File: config.mk
export PLATFORM = sky130hd
export DESIGN_NAME = pb_irq_controller_flat
export DESIGN_NICKNAME = d
export VERILOG_FILES = /design/src/rtl/pb_irq_pkg.sv /design/src/rtl/pb_irq_controller_if.sv /design/src/rtl/pb_debouncer.sv /design/src/rtl/pb_irq_controller.sv /design/src/flat_wrapper.sv
export SDC_FILE = /design/constraint.sdc
export NUM_CORES = 1
export LEC_CHECK = 0
export ABC_AREA = 1
export CAP_MARGIN = 20
export CORE_UTILIZATION = 30
export CTS_CLUSTER_DIAMETER = 30
export CTS_CLUSTER_SIZE = 28
export DETAILED_ROUTE_END_ITERATION = 8
export HOLD_SLACK_MARGIN = 0.15
export PLACE_DENSITY = 0.48
export SLEW_MARGIN = 20
export SYNTH_ARGS = -nofsm -noshare
export SYNTH_HDL_FRONTEND = slang
export SYNTH_SLANG_ARGS = --single-unit
File: constraint.sdc
create_clock -name clk -period 3.4 [get_ports clk]
set_input_delay 0.68 -clock clk [delete_from_list [all_inputs] [get_ports clk]]
set_output_delay 0.68 -clock clk [all_outputs]
set_load 0.02 [all_outputs]
File: src/rtl/pb_irq_pkg.sv
// Shared constants for the pushbutton interrupt controller: register offsets,
// ID register layout, reset mask and the priority encoder helper.
package pb_irq_pkg;

  localparam int unsigned NUM_PB = 16;

  localparam logic [2:0] OFF_PEND_L  = 3'd0;
  localparam logic [2:0] OFF_PEND_H  = 3'd1;
  localparam logic [2:0] OFF_MASK_L  = 3'd2;
  localparam logic [2:0] OFF_MASK_H  = 3'd3;
  localparam logic [2:0] OFF_ID      = 3'd4;
  localparam logic [2:0] OFF_LEVEL_L = 3'd5;
  localparam logic [2:0] OFF_LEVEL_H = 3'd6;

  localparam int unsigned ID_VALID_BIT = 7;
  localparam int unsigned ID_IDX_W     = 4;

  localparam logic [NUM_PB-1:0] MASK_RST = 16'hFFFF;

  // Lowest set bit wins; scanning downward leaves the lowest index last.
  function automatic logic [ID_IDX_W-1:0] lowest_idx(input logic [NUM_PB-1:0] v);
    lowest_idx = '0;
    for (int i = NUM_PB - 1; i >= 0; i--)
      if (v[i]) lowest_idx = ID_IDX_W'(i);
  endfunction

endpackage

File: src/rtl/pb_irq_controller_if.sv
// CPU-side register window bus of the pushbutton interrupt controller.
interface pb_irq_controller_if;
  logic [15:0] addr;
  logic [7:0]  din;
  logic        read_en;
  logic [7:0]  dout;
  logic        sel;

  modport master (output addr, din, read_en, input  dout, sel);
  modport slave  (input  addr, din, read_en, output dout, sel);
endinterface

File: src/rtl/pb_debouncer.sv
// One-bit 2-flop synchroniser plus stability-counter debouncer.
module pb_debouncer #(
  parameter int unsigned DEBOUNCE = 50000,
  parameter int unsigned CNT_W    = 16
) (
  input  logic clk,
  input  logic reset,
  input  logic raw,
  output logic level
);

  logic             r_s1, r_s;
  logic [CNT_W-1:0] r_cnt;
  logic             r_level;
  logic             w_last;

  assign w_last = (r_cnt == CNT_W'(DEBOUNCE - 1));
  assign level  = r_level;

  always_ff @(posedge clk) begin
    if (reset) begin
      r_s1    <= 1'b0;
      r_s     <= 1'b0;
      r_cnt   <= '0;
      r_level <= 1'b0;
    end else begin
      r_s1 <= raw;
      r_s  <= r_s1;
      if (r_s == r_level) begin
        r_cnt <= '0;
      end else if (w_last) begin
        r_level <= r_s;
        r_cnt   <= '0;
      end else if (r_cnt != '1) begin
        r_cnt <= r_cnt + CNT_W'(1);
      end
    end
  end

endmodule

File: src/rtl/pb_irq_controller.sv
// Debounced, maskable pushbutton interrupt source with a small memory-mapped
// register window (pending W1C, mask, ID, debounced levels).
module pb_irq_controller
  import pb_irq_pkg::*;
#(
  parameter logic [15:0] BASE_ADDR = 16'hF010,
  parameter int unsigned DEBOUNCE  = 50000,
  parameter int unsigned CNT_W     = 16
) (
  input  logic              clk,
  input  logic              reset,
  input  logic [NUM_PB-1:0] pb,
  pb_irq_controller_if.slave bus,
  output logic              irq
);

  logic [NUM_PB-1:0] w_deb, r_deb_q, w_rise;
  logic [NUM_PB-1:0] r_pending, r_mask, w_active, w_clr;
  logic              r_irq;
  logic [2:0]        w_off;
  logic              w_sel, w_wr;
  logic [7:0]        w_id, w_rdata;

  genvar g;
  for (g = 0; g < NUM_PB; g++) begin : g_deb
    pb_debouncer #(.DEBOUNCE(DEBOUNCE), .CNT_W(CNT_W)) u_deb (
      .clk   (clk),
      .reset (reset),
      .raw   (pb[g]),
      .level (w_deb[g])
    );
  end

  assign w_rise   = w_deb & ~r_deb_q;
  assign w_active = r_pending & r_mask;

  assign w_off = bus.addr[2:0];
  assign w_sel = (bus.addr[15:3] == BASE_ADDR[15:3]);
  assign w_wr  = w_sel & ~bus.read_en;

  assign w_clr = { (w_wr && w_off == OFF_PEND_H) ? bus.din : 8'h00,
                   (w_wr && w_off == OFF_PEND_L) ? bus.din : 8'h00 };

  always_comb begin
    w_id = '0;
    w_id[ID_VALID_BIT]     = |w_active;
    w_id[ID_IDX_W-1:0]     = lowest_idx(w_active);
  end

  always_comb begin
    w_rdata = 8'h00;
    case (w_off)
      OFF_PEND_L:  w_rdata = r_pending[7:0];
      OFF_PEND_H:  w_rdata = r_pending[15:8];
      OFF_MASK_L:  w_rdata = r_mask[7:0];
      OFF_MASK_H:  w_rdata = r_mask[15:8];
      OFF_ID:      w_rdata = w_id;
      OFF_LEVEL_L: w_rdata = w_deb[7:0];
      OFF_LEVEL_H: w_rdata = w_deb[15:8];
      default:     w_rdata = 8'h00;
    endcase
  end

  assign bus.sel  = w_sel;
  assign bus.dout = w_sel ? w_rdata : 8'h00;
  assign irq      = r_irq;

  always_ff @(posedge clk) begin
    if (reset) begin
      r_deb_q   <= '0;
      r_pending <= '0;
      r_mask    <= MASK_RST;
      r_irq     <= 1'b0;
    end else begin
      r_deb_q   <= w_deb;
      // A rise in the same cycle as a clear keeps the bit set so no press is lost.
      r_pending <= (r_pending & ~w_clr) | w_rise;
      if (w_wr && w_off == OFF_MASK_L) r_mask[7:0]  <= bus.din;
      if (w_wr && w_off == OFF_MASK_H) r_mask[15:8] <= bus.din;
      r_irq     <= |w_active;
    end
  end

endmodule
File: src/flat_wrapper.sv
// flat-port wrapper written by rule: the top's interface ports become plain ports
module pb_irq_controller_flat import pb_irq_pkg::*;
#(
  parameter logic [15:0] BASE_ADDR = 16'hF010,
  parameter int unsigned DEBOUNCE  = 50000,
  parameter int unsigned CNT_W     = 16
)
  (clk, reset, pb, irq, bus_addr, bus_din, bus_read_en, bus_dout, bus_sel);
  pb_irq_controller_if bus_i ();
  input  logic clk;
  input  logic reset;
  input  logic [NUM_PB-1:0] pb;
  output logic irq;
  input wire logic [$bits(bus_i.addr)-1:0] bus_addr;
  input wire logic [$bits(bus_i.din)-1:0] bus_din;
  input wire logic [$bits(bus_i.read_en)-1:0] bus_read_en;
  output wire logic [$bits(bus_i.dout)-1:0] bus_dout;
  output wire logic [$bits(bus_i.sel)-1:0] bus_sel;
  assign bus_i.addr = bus_addr;
  assign bus_i.din = bus_din;
  assign bus_i.read_en = bus_read_en;
  assign bus_dout = bus_i.dout;
  assign bus_sel = bus_i.sel;
  pb_irq_controller #(.BASE_ADDR(BASE_ADDR), .DEBOUNCE(DEBOUNCE), .CNT_W(CNT_W)) u_core (.clk(clk), .reset(reset), .pb(pb), .bus(bus_i), .irq(irq));
endmodule
Yosys cells after proc, flatten, opt, wreduce, memory -nomap -nowiden
Cells that the tools add are included.
{"block": "word_totals", "wordCells": 222, "register_bits": 353, "inputBits": 43, "output_inout_bits": 10}
{"block": "op_classes", "n_bitwise": 24, "reduce_logical": 38, "n_eq_ne": 55, "mux": 20, "n_addsub": 16}
{"cell": "adder 16 x 1 -> 16 bit, second input constant", "count": 16}
{"cell": "equality test 16 bit, second input constant", "count": 16}
{"cell": "inequality test 16 bit, second input constant", "count": 16}
{"cell": "two-way mux 4 bit", "count": 16}
{"cell": "one-hot mux 8 bit (7 select lines)", "count": 1}
{"cell": "AND 16 bit", "count": 3}
{"cell": "OR reduction 3 bit", "count": 16}
{"cell": "NOT 16 bit", "count": 2}
{"cell": "AND reduction 2 bit", "count": 16}
{"cell": "two-way mux 8 bit", "count": 3}
{"cell": "NOT 1 bit", "count": 17}
{"cell": "equality test 1 bit", "count": 16}
{"cell": "bitwise OR 16 bit", "count": 1}
{"cell": "OR reduction 16 bit", "count": 1}
{"cell": "equality test 13 bit, second input constant", "count": 1}
{"cell": "equality test 3 bit, second input constant", "count": 3}
{"cell": "equality test 3 x 2 -> 1 bit, second input constant", "count": 2}
{"cell": "logical AND 1 bit", "count": 4}
{"cell": "equality test 3 x 1 -> 1 bit, second input constant", "count": 1}
{"cell": "zero test 3 bit", "count": 1}
{"cell": "AND 1 bit", "count": 1}

Depth between registers and ports, before layout
{"block": "logic_depth", "depth_word": 19, "mapped_depth": 18, "ltp_nobuf": 18}

Hierarchy
From an unflattened synthesis, not the netlist that was laid out.
{"block": "unflattened", "hier_cells": 2778, "hier_area_um2": 18883.1}
{"module": "pb_debouncer (u_core.g_deb[0].u_deb ...)", "area_per_inst_um2": 1029.7, "n_inst": 15, "cells_each": 154, "seq_area_each_um2": 380.4}
{"module": "pb_irq_controller", "area_per_inst_um2": 2406.1, "n_inst": 1, "cells_each": 316, "seq_area_each_um2": 980.9}
{"module": "pb_debouncer (u_core.g_deb[9].u_deb)", "area_per_inst_um2": 1031.0, "n_inst": 1, "cells_each": 152, "seq_area_each_um2": 380.4}

Worst setup path after synthesis
Ideal clock, no wire load.
{"block": "synth_timing", "path_kind": "input to output", "start": "in bus_addr[6]", "end": "out bus_dout[2]", "n_path_buf": 0, "arrival_time_ns": 2.321, "setup_slack_ns": 0.399, "required_time_ns": 2.720, "stages": 5, "cell_sequence": "nor4_1 > nand2_1 > nor3_1 > o21ai_1 > a41oi_1"}
{"block": "synth_between", "elab_chain_len": 2}
{"item": "start, declared", "line_no": "flat_wrapper.sv:14", "source": "input wire logic [$bits(bus_i.addr)-1:0] bus_addr;"}
{"item": "equality test 13 bit", "line_no": "pb_irq_controller.sv:38", "source": "assign w_sel = (bus.addr[15:3] == BASE_ADDR[15:3]);"}
{"item": "via bus_sel", "line_no": "flat_wrapper.sv:18", "source": "output wire logic [$bits(bus_i.sel)-1:0] bus_sel;"}
{"item": "two-way mux 8 bit", "line_no": "pb_irq_controller.sv:65", "source": "assign bus.dout = w_sel ? w_rdata : 8'h00;"}
{"item": "end, declared", "line_no": "flat_wrapper.sv:17", "source": "output wire logic [$bits(bus_i.dout)-1:0] bus_dout;"}
The timed path passes the listed nets, and every way through them passes these cells.

Worst setup path in the final report
{"block": "layout_timing", "start": "in bus_addr[0]", "end": "out bus_dout[4]"}
{"block": "layout_between", "elab_chain_len": 3, "word_cells_on_any_way": 9, "classes_between": "6 x eq/ne; 2 x mux; 1 x reduce/logical"}
{"item": "equality test 3 bit, or another cell as far along", "line_no": "pb_irq_controller.sv:52", "source": "case (w_off)"}
{"item": "one-hot mux 8 bit (7 select lines) *", "line_no": "pb_irq_controller.sv:52"}
{"item": "two-way mux 8 bit *", "line_no": "pb_irq_controller.sv:65"}
Every way passes the cells marked *; elsewhere a longest branch is shown, timed or not.

==> metrics.md <==
| Metric | Value |
|---|---|
| Status | `completed` |
| Pin count of the biggest net entering global routing | `80` |
| Maximum vdd ir drop | `0.396 mV` |
| Clock transition at path regs | `0.05 ns` |
| Max Clock Skew | `0.0251 ns` |
| CTS buffer count | `94` |
| Final cell area excluding filler cells | `21,100 um2` |
| Die Y-Extent | `237 um` |
| Post-synthesis sequential area ratio | `42.7%` |
| Via count | `15,138` |
| Crit-path slowest cell | `clkdlybuf4s50_1` |
| Yosys warns | `0` |
| Hold WS | `0.401 ns` |
| Slew @ Worst Pin | `0.672 ns` |
| Final worst-path cycle share | `94.4%` |
| P per Cell Area | `609 nW/um2` |
| Post-Syn Area per Cell | `7.20 um2` |
| Required @ worst endpoint | `2.72 ns` |
| Async SR Flop Fraction | `0%` |
| Min Tclk post-route | `3.21 ns` |
| GRT Residual Overflow | `0` |
| Clock Latency Late Sink | `0.62 ns` |
| Final std cells w/o fill | `3,220` |
| Slew HR | `54.8%` |
| Die footprint | `56,100 um2` |
| GR peak layer | `met2` |
| Area growth syn-to-layout | `27.7%` |
| RSZ-0062 raised after global routing | `false` |
| N_diodes | `0` |
| Most frequent cells in the layout | `inv_1 (414), nand2_1 (386), dfxtp_1 (353), nor2_1 (224), o21ai_0 (153)` |
| Met3 GRT Util | `3.33%` |
| Initial antenna violation count | `1` |
| Vias in the first global route | `14,611` |
| Critical-path cell list | `clkdlybuf4s50_1 > nor3_1 > inv_1 > o22ai_1 > a21oi_1 > a41oi_1 > dlygate4sd2_1` |
| CTS H-tree lvls | `3` |
| Mapped Cells | `2,299` |
| Sink Count | `353` |
| Setup TNS Final | `0 ns` |
| Post CTS Setup Buffer Count | `0` |
| M1 GR Usage | `19.0%` |
| CTS root buf | `clkbuf_16` |
| GRT met2 Usage | `22.6%` |
| Final-stage net count | `2,507` |
| Starting Density | `30.6%` |
| Max-cap check violation count | `0` |
| Setup CP Type | `in -> out` |
| Hpwl dp | `28,300 um` |
| Core box area | `54,100 um2` |
| CTS tree | `yes` |
| First-pass GRT wire length | `68,200 um` |
| Fin. max-slew vios | `0` |
| Hold crit path type | `reg -> reg` |
| CP startpoint kind | `input pin` |
| DRT Wirelength | `40,000 um` |
| Port bufs | `52` |
| Syn_nets | `2,358` |
| WP buf/inv | `3` |
| Row count | `85` |
| RD Place Congestion | `0.861` |
| Main flop type after synthesis | `dfxtp_1` |
| Die Span X | `237 um` |
| DR vias/cell | `4.70` |
| Static Leak | `9.02 nW` |
| DRC | `0` |
| Crit path arrival time | `2.53 ns` |
| Cell family with most CP delay | `buffers and inverters` |
| Mapped cell area | `16,500 um2` |
| Hold Vio Cnt, Final | `0` |
| Clk buf depth | `3` |
| Critical path peak fanout | `7` |
| I/O Pins | `53` |
| Overall Power | `0.0129 W` |
| Layout cells sized above 1 | `9.94%` |
| CP peak stage delay | `0.55 ns` |
| Dpl cells | `3,048` |
| GR Util All Layers | `14.5%` |
| Distinct cell type count after synthesis | `54` |
| Number of synthesized flops with an enable pin | `0` |
| Drt first pass iters | `5` |
| Nature of the critical path endpoint | `primary output` |
| Avg WL per Cell | `12.4 um` |
| F_max | `312 MHz` |
| Final setup fails | `0` |
| Yosys reg bits | `353` |
| DRT iter0 DRCs | `881` |
| Placed Instance Area | `18,000 um2` |
| Commonest non-fill, non-tap cell in the layout | `inv_1` |
| Antenna violation net count after detailed routing | `0` |
[kinds of logic after synthesis]
| family | synth area share, % |
|---|---|
| AO/OA/AOI/OAI | 15.4 |
| buffers and inverters | 10.3 |
| flip-flops | 42.7 |
| AND/OR/NAND/NOR | 27.1 |
| XOR/XNOR | 3.34 |
| adder cells (fa/ha/maj) | 1.21 |
[final cells by class]
class | instances | area [um2]
Tap cell | 696 | 871
Sequential cell | 353 | 7070
Timing Repair Buffer | 72 | 669
Fill cell | 5508 | 33000
Multi-Input combinational cell | 1497 | 7790
Clock buffer | 123 | 2590
Clock inverter | 49 | 526
Inverter | 430 | 1610
[final timing paths]
| path | start | endpoint | slack, ns | cells past startpoint |
|---|---|---|---|---|
| hold / removal | u_core.g_deb[4].u_deb.r_s1 | u_core.g_deb[4].u_deb.r_s | 0.40 | 2 |
| hold reg to reg | u_core.g_deb[4].u_deb.r_s1 | u_core.g_deb[4].u_deb.r_s | 0.40 | 2 |
| setup / recovery | bus_addr[0] | bus_dout[4] | 0.19 | 7 |
| setup reg to reg | u_core.g_deb[15].u_deb.r_cnt[0] | u_core.g_deb[15].u_deb.r_cnt[10] | 1.20 | 14 |
[synthesized netlist by cell type, drive strengths merged (38+ instances only)]
cell / instances / area, um2
nor2: 234 / 927
nand2: 395 / 1510
a21oi: 150 / 751
o21ai: 165 / 826
nor3: 87 / 518
xor2: 44 / 385
nor4: 61 / 388
a31oi: 38 / 238
nand3: 103 / 536
dfxtp: 353 / 7070
inv: 429 / 1610
nand4: 64 / 434
[metal layers]
layer  wire, um  vias up
met3       1940       55
met1      20000     6822
met2      17400      278
met4        724        0
met5          0        -
li1           -     7983
[flip-flops by register name, summed over array words and instances, names as in the netlist]
name                      cells
u_core.g_deb.u_deb.r_s1      16
u_core.g_deb.u_deb.level     16
u_core.g_deb.u_deb.r_cnt    256
u_core.r_mask                16
u_core.irq                    1
u_core.r_pending             16
u_core.r_deb_q               16
u_core.g_deb.u_deb.r_s       16
[worst reg2reg max path, delay by kind of cell, from the launching register on]
family                     cells  cell delay (ns)
adders and majority gates      1             0.18
buffers and inverters          3             0.26
and+or+nand+nor                8             1.14
AOI/OAI and AO/OA              2             0.16
DFF                            1             0.36
[where the power goes]
| part | internal [W] | total, W | switching, W |
|---|---|---|---|
| Combinational | 0.0000849 | 0.000196 | 0.000111 |
| Sequential | 0.00418 | 0.00419 | 0.0000135 |
| Clock | 0.00586 | 0.00848 | 0.00262 |
[stage by stage]
stage	setup WS, ns	util (%)
after floorplan	0.399	-
after global placement	-0.308	33.3
after detailed placement	-0.301	33.3
after CTS	0.0986	39.0
after global routing	0.00347	39.0
final	0.190	39.0
[timing repair]
action / CTS / global route
gates resized for setup: 10 / 1
hold buffers: 0 / 0
endpoints found under the setup margin: 7 / 1
hold endpoints to repair: 0 / 0
No activity file was read; power rests on OpenSTA's default activity.
